**src/rtl/cache_lv1_pkg.sv**
```systemverilog
// Shared LV1 cache types: snoop command encoding, address field bounds
// and the queued snoop entry layout.
package cache_lv1_pkg;

    localparam int ADDR_WID_LV1   = 32;
    localparam int TAG_MSB_LV1    = 31;
    localparam int TAG_LSB_LV1    = 14;
    localparam int INDEX_MSB_LV1  = 13;
    localparam int INDEX_LSB_LV1  = 2;
    localparam int OFFSET_MSB_LV1 = 1;
    localparam int OFFSET_LSB_LV1 = 0;

    localparam int TAG_WID_LV1    = TAG_MSB_LV1 - TAG_LSB_LV1 + 1;
    localparam int INDEX_WID_LV1  = INDEX_MSB_LV1 - INDEX_LSB_LV1 + 1;
    localparam int OFFSET_WID_LV1 = OFFSET_MSB_LV1 - OFFSET_LSB_LV1 + 1;

    typedef enum logic [1:0] {
        SNP_NONE = 2'd0,
        SNP_RD   = 2'd1,
        SNP_RDX  = 2'd2,
        SNP_INV  = 2'd3
    } snoop_cmd_t;

    typedef struct packed {
        snoop_cmd_t                cmd;
        logic [TAG_WID_LV1-1:0]    tag;
        logic [INDEX_WID_LV1-1:0]  index;
        logic [OFFSET_WID_LV1-1:0] offset;
    } snoop_entry_t;

    // RDX wins over RD, which wins over INV.
    function automatic snoop_cmd_t encode_cmd(
        input logic rd,
        input logic rdx,
        input logic inv
    );
        snoop_cmd_t c;
        c = SNP_NONE;
        if (rdx)      c = SNP_RDX;
        else if (rd)  c = SNP_RD;
        else if (inv) c = SNP_INV;
        return c;
    endfunction

endpackage

```
**src/rtl/snoop_fifo_lv1.sv**
```systemverilog
// Synchronous FIFO of snoop entries; a push into a full FIFO only
// lands when a pop frees a slot in the same cycle.
module snoop_fifo_lv1
    import cache_lv1_pkg::*;
#(
    parameter int DEPTH = 4
) (
    input  logic                     clk,
    input  logic                     rst,
    input  logic                     push,
    input  logic                     pop,
    input  snoop_entry_t             din,
    output snoop_entry_t             dout,
    output logic                     full,
    output logic                     empty,
    output logic [$clog2(DEPTH):0]   count
);

    localparam int PW = $clog2(DEPTH);
    localparam int CW = PW + 1;

    snoop_entry_t       mem_q [DEPTH];
    snoop_entry_t       mem_d [DEPTH];
    logic [PW-1:0]      wr_ptr_q, wr_ptr_d;
    logic [PW-1:0]      rd_ptr_q, rd_ptr_d;
    logic [CW-1:0]      count_q, count_d;
    logic               do_push;
    logic               do_pop;

    assign empty = (count_q == '0);
    assign full  = (count_q == CW'(DEPTH));
    assign count = count_q;
    assign dout  = mem_q[rd_ptr_q];

    // Next-state for storage, pointers and occupancy.
    always_comb begin
        mem_d    = mem_q;
        wr_ptr_d = wr_ptr_q;
        rd_ptr_d = rd_ptr_q;
        count_d  = count_q;
        do_pop   = pop && !empty;
        do_push  = push && (!full || do_pop);
        if (do_push) begin
            mem_d[wr_ptr_q] = din;
            wr_ptr_d        = wr_ptr_q + PW'(1);
        end
        if (do_pop) begin
            rd_ptr_d = rd_ptr_q + PW'(1);
        end
        if (do_push && !do_pop) begin
            count_d = count_q + CW'(1);
        end else if (!do_push && do_pop) begin
            count_d = count_q - CW'(1);
        end
    end

    // State registers with synchronous reset.
    always_ff @(posedge clk) begin
        if (rst) begin
            for (int i = 0; i < DEPTH; i++) begin
                mem_q[i] <= '0;
            end
            wr_ptr_q <= '0;
            rd_ptr_q <= '0;
            count_q  <= '0;
        end else begin
            mem_q    <= mem_d;
            wr_ptr_q <= wr_ptr_d;
            rd_ptr_q <= rd_ptr_d;
            count_q  <= count_d;
        end
    end

endmodule

```
**src/rtl/snoop_req_queue_lv1.sv**
```systemverilog
// Snoop request queue: encodes bus snoop commands, filters own-core and
// repeated level requests, and buffers split addresses for the snoop FSM.
module snoop_req_queue_lv1
    import cache_lv1_pkg::*;
#(
    parameter int                     ADDR_WID    = ADDR_WID_LV1,
    parameter int                     DEPTH       = 4,
    parameter int                     CORE_ID_WID = 2,
    parameter logic [CORE_ID_WID-1:0] CORE_ID     = '0
) (
    input  logic                      clk,
    input  logic                      rst,
    input  logic                      bus_rd,
    input  logic                      bus_rdx,
    input  logic                      invalidate,
    input  logic [ADDR_WID-1:0]       address,
    input  logic [CORE_ID_WID-1:0]    req_core_id,
    output logic                      snoop_valid,
    input  logic                      snoop_ready,
    output logic [1:0]                snoop_cmd,
    output logic [TAG_WID_LV1-1:0]    tag_snoop,
    output logic [INDEX_WID_LV1-1:0]  index_snoop,
    output logic [OFFSET_WID_LV1-1:0] blk_offset_snoop,
    output logic                      q_full,
    output logic [$clog2(DEPTH):0]    q_count,
    output logic                      overflow_err,
    output logic                      cmd_err
);

    snoop_cmd_t          prev_cmd_q, prev_cmd_d;
    logic [ADDR_WID-1:0] prev_addr_q, prev_addr_d;
    logic                ovf_q, ovf_d;
    logic                cerr_q, cerr_d;

    snoop_cmd_t          cmd;
    logic                multi;
    logic                new_req;
    logic                push;
    logic                pop;
    snoop_entry_t        entry;
    snoop_entry_t        head;
    logic                full;
    logic                empty;

    // Encode, filter and build the entry; update sample and sticky errors.
    always_comb begin
        cmd   = encode_cmd(bus_rd, bus_rdx, invalidate);
        multi = (bus_rd & bus_rdx) | (bus_rd & invalidate)
              | (bus_rdx & invalidate);
        new_req = (cmd != SNP_NONE)
               && (req_core_id != CORE_ID)
               && ((cmd != prev_cmd_q) || (address != prev_addr_q));
        pop  = !empty && snoop_ready;
        push = new_req && (!full || pop);

        entry        = '0;
        entry.cmd    = cmd;
        entry.tag    = address[TAG_MSB_LV1:TAG_LSB_LV1];
        entry.index  = address[INDEX_MSB_LV1:INDEX_LSB_LV1];
        entry.offset = address[OFFSET_MSB_LV1:OFFSET_LSB_LV1];

        prev_cmd_d  = cmd;
        prev_addr_d = address;
        ovf_d       = ovf_q | (new_req && full && !pop);
        cerr_d      = cerr_q | multi;
    end

    // Previous-cycle sample and sticky error registers.
    always_ff @(posedge clk) begin
        if (rst) begin
            prev_cmd_q  <= SNP_NONE;
            prev_addr_q <= '0;
            ovf_q       <= 1'b0;
            cerr_q      <= 1'b0;
        end else begin
            prev_cmd_q  <= prev_cmd_d;
            prev_addr_q <= prev_addr_d;
            ovf_q       <= ovf_d;
            cerr_q      <= cerr_d;
        end
    end

    snoop_fifo_lv1 #(
        .DEPTH (DEPTH)
    ) u_fifo (
        .clk   (clk),
        .rst   (rst),
        .push  (push),
        .pop   (pop),
        .din   (entry),
        .dout  (head),
        .full  (full),
        .empty (empty),
        .count (q_count)
    );

    assign snoop_valid      = !empty;
    assign snoop_cmd        = empty ? 2'd0 : head.cmd;
    assign tag_snoop        = empty ? '0 : head.tag;
    assign index_snoop      = empty ? '0 : head.index;
    assign blk_offset_snoop = empty ? '0 : head.offset;
    assign q_full           = full;
    assign overflow_err     = ovf_q;
    assign cmd_err          = cerr_q;

endmodule

```
**config.mk**
```make
export PLATFORM = sky130hd
export DESIGN_NAME = snoop_req_queue_lv1
export DESIGN_NICKNAME = d
export VERILOG_FILES = /design/src/rtl/cache_lv1_pkg.sv /design/src/rtl/snoop_fifo_lv1.sv /design/src/rtl/snoop_req_queue_lv1.sv
export SDC_FILE = /design/constraint.sdc
export NUM_CORES = 1
export LEC_CHECK = 0
export BUFFER_PORTS_ARGS = -buffer_cell sky130_fd_sc_hd__buf_2
export CELL_PAD_IN_SITES_DETAIL_PLACEMENT = 0
export CELL_PAD_IN_SITES_GLOBAL_PLACEMENT = 1
export CORE_ASPECT_RATIO = 0.5
export CORE_MARGIN = 1
export CORE_UTILIZATION = 43
export CTS_BUF_LIST = sky130_fd_sc_hd__clkbuf_8
export DETAILED_ROUTE_END_ITERATION = 12
export MAX_ROUTING_LAYER = met4
export PLACE_DENSITY_LB_ADDON = 0.1
export SETUP_SLACK_MARGIN = 0.4
export SYNTH_ARGS = -nofsm -noshare
export SYNTH_HDL_FRONTEND = slang
export SYNTH_SLANG_ARGS = --single-unit
```
**constraint.sdc**
```tcl
create_clock -name clk -period 2.91 [get_ports clk]
set_input_delay 0.1455 -clock clk [delete_from_list [all_inputs] [get_ports clk]]
set_output_delay 0.1455 -clock clk [all_outputs]
set_load 0.03 [all_outputs]
```
==> results.md <==
* ANT nets after route at 0
* Largest net degree at the start of global routing at 69
* Final Hold Fails at 0
* Via count at 5,282
* Synth cell count leaders: dfxtp_1, nand2b_1, mux2i_1, inv_1, xor2_1
* Num CTS Buffers at 17
* Worst VDD drop at 0.706 mV
* Antenna diodes at 0
* Final std cells w/o fill at 1,079
* Root buffer selected by CTS: clkbuf_8
* Worst R2R Path Depth at 13
* Data required, critical path at 3300 ps
* Worst-path clk slew at 90 ps
* Net Count, Synth at 778
* Initial DRC count at 199
* Synth area leader: dfxtp_1
* Area contributors post-synth: dfxtp_1, mux2i_1, nand2b_1
* Total core area at 18,600 sq um
* Max-slew headroom at 35.5%
* RSZ-0062 raised after global routing: yes
* Initial antenna violation count at 0
* TritonCTS clock tree: built
* Worst min-delay path category: in -> reg
* Max-slew violations at 0
* Count of cell types in the netlist at 34
* Crit Path Category: reg -> reg
* Max-cap violations at 0
* Fmax at 396 MHz
* Yosys top cell area share at 43.5%
* Multi-input gate area at 4330 sq um
* Final setup skew at 17.3 ps
* Setup violations, final at 0
* Drt drc at 0
* Leak pwr at 3.77 nW
* Period utilization at 86.7%
* DR WL/cell at 18.2 um
* Core Rows at 35
* Crit path cell chain: xor2_4, nor4_2, buf_4, nand4_1, buf_4, nor3_4, nor3_4, ha_2, inv_2, fa_2, xor2_1, or3_1, a21oi_1
* Fin Hold WS at 17.0 ps
* Status: finished clean
* Drt pass-1 iters at 4
* Post-Syn Instances at 732
* CP arrival at 2910 ps
* Post-synth ARST share at 0%
* Register bit total from synthesis at 179
* Nets at 854
* Min cycle time layout at 2520 ps
* Clock sink count at 179
* CP max stage cell: dfxtp_4
* CP Capture Point: u_fifo.count[2]
* CP peak stage delay at 370 ps
* Die extent in x at 198 um
* Skew-Pair Late Insertion Delay at 460 ps
* Dominant synthesized flop cell: dfxtp_1
* Synth Warn # at 0
* Register Area at 3590 sq um
* Mapped Area at 8230 sq um
* Final TNS setup at 0 ps
* Worst setup path start: prev_addr_q[21]
* GP Congestion at 0.722
* Global-route wire length before repair at 30,000 um
* Ratio of cells with drive above 1 in the final layout at 23.0%
* Total GRT Usage at 20.9%
* Starting Density at 44.3%
* Top-count cell post-synth: dfxtp_1
* Worst-Margin Slew at 968 ps
* Via/cell ratio at 4.90
* EDFF count, synth at 0
* H-tree level count at 4
* Area growth, synth to finish at 14.1%
* HPWL Detailed at 11,600 um
* Fin util at 50.6%
* Post-Route WL at 19,700 um
* R2R Setup Slk at 390 ps
* Fill cell count at 1,725
* Overflow after GRT at 0
* Die height at 99.8 um
* CP max FO at 2
* Mean Syn Cell Area at 11.2 sq um
* Worst R2R End: u_fifo.count[2]
* Placed Instances at 1,035
* Vias in the first global route at 5,338
* Crit end category: flip-flop
* Port Buffers at 80
* Die ar. at 19,700 sq um
* Type of origin of the critical path: flip-flop
* Clock Path Buffers at 2
* PwrDens at 703 nW/um^2
* Seq/Total Area, Yosys at 43.5%
* R2R Path Start: prev_addr_q[21]
* Boundary Pins at 81
==> layout by cell type, fill, tap and decap left out, types with 5 or more instances in the layout <==
cell type / Yosys / layout
dfxtp_1: 179 / 173
nand2b_1: 170 / 170
mux2i_1: 138 / 138
buf_2: 3 / 79
inv_1: 39 / 39
mux4_2: 34 / 34
and2_1: 34 / 34
xor2_1: 36 / 33
clkbuf_8: 0 / 18
nor2_1: 10 / 10
buf_4: 0 / 10
nor4_1: 8 / 7
buf_12: 0 / 7
nand2_1: 6 / 6
dfxtp_2: 0 / 5
==> critical path, delay by kind of cell (launching register included) <==
| kind | cells | cell delay (ps) |
|---|---|---|
| compound gates | 1 | 120 |
| simple gates | 5 | 960 |
| buf+inv | 3 | 380 |
| fa+ha+maj | 2 | 410 |
| flops | 1 | 370 |
| xor+xnor | 2 | 230 |
==> power by group <==
| part | switching (mW) | total, mW | internal, mW |
|---|---|---|---|
| combinational | 1.21 | 2.11 | 0.904 |
| clock | 0.926 | 1.62 | 0.693 |
| sequential | 0.171 | 2.87 | 2.70 |
| total | 2.31 | 6.60 | 4.30 |
==> state kept, by name, indices dropped and copies added, names as in the netlist <==
name             flops
u_fifo.rd_ptr_q      2
u_fifo.count         3
prev_cmd_q           2
u_fifo.wr_ptr_q      2
u_fifo.mem_q       136
cmd_err              1
prev_addr_q         32
overflow_err         1
==> stage by stage <==
step	cell area, sq um	power (mW)	setup slack (ps)
after global placement	8760	4.95	174
after CTS	9260	6.61	362
after floorplan	8240	4.43	403
after global routing	9390	6.96	279
after detailed placement	8760	4.96	189
final	9390	6.60	387
==> kinds of logic after synthesis <==
| group | after synthesis | synth area share, % |
|---|---|---|
| AND/OR/NAND/NOR | 244 | 18.9 |
| flip-flops | 179 | 43.5 |
| multiplexers | 174 | 26.4 |
| buffers and inverters | 84 | 5.61 |
| XOR/XNOR | 36 | 3.83 |
| AO/OA/AOI/OAI | 8 | 0.578 |
| adder cells (fa/ha/maj) | 7 | 1.13 |
==> layer usage <==
metal,GRT usage (%),part of all wire (%),vias to the layer above
met4,5.37,0.37,0
met5,-,0,-
met3,3.56,3.7,6
met1,30.0,52,2605
li1,-,-,2590
met2,30.2,44,81
==> worst min-delay path by stage <==
stage | from | to | cells after the start
floorplan | address[0] | prev_addr_q[0] | 2
global placement | overflow_err | overflow_err | 2
detailed placement | overflow_err | overflow_err | 2
CTS | address[20] | prev_addr_q[20] | 3
global route | address[14] | prev_addr_q[14] | 3
finish | address[2] | prev_addr_q[2] | 3
==> layout make-up <==
type | instances | share of cell area (%)
Multi-Input combinational cell | 472 | 46.1
Sequential cell | 179 | 38.3
Timing Repair Buffer | 99 | 6.82
Tap cell | 259 | 3.45
Clock buffer | 18 | 2.64
Inverter | 39 | 1.56
Clock inverter | 13 | 1.21
==> what timing repair did <==
item	4_1_cts	5_1_grt
setup buffers	2	5
hold buffers	3	0
setup endpoints to repair	136	69
pin swaps	12	6
endpoints found under the hold margin	3	0
gates resized for setup	18	2
cloned	0	3
Note: power is estimated with default switching activity, not from simulation.
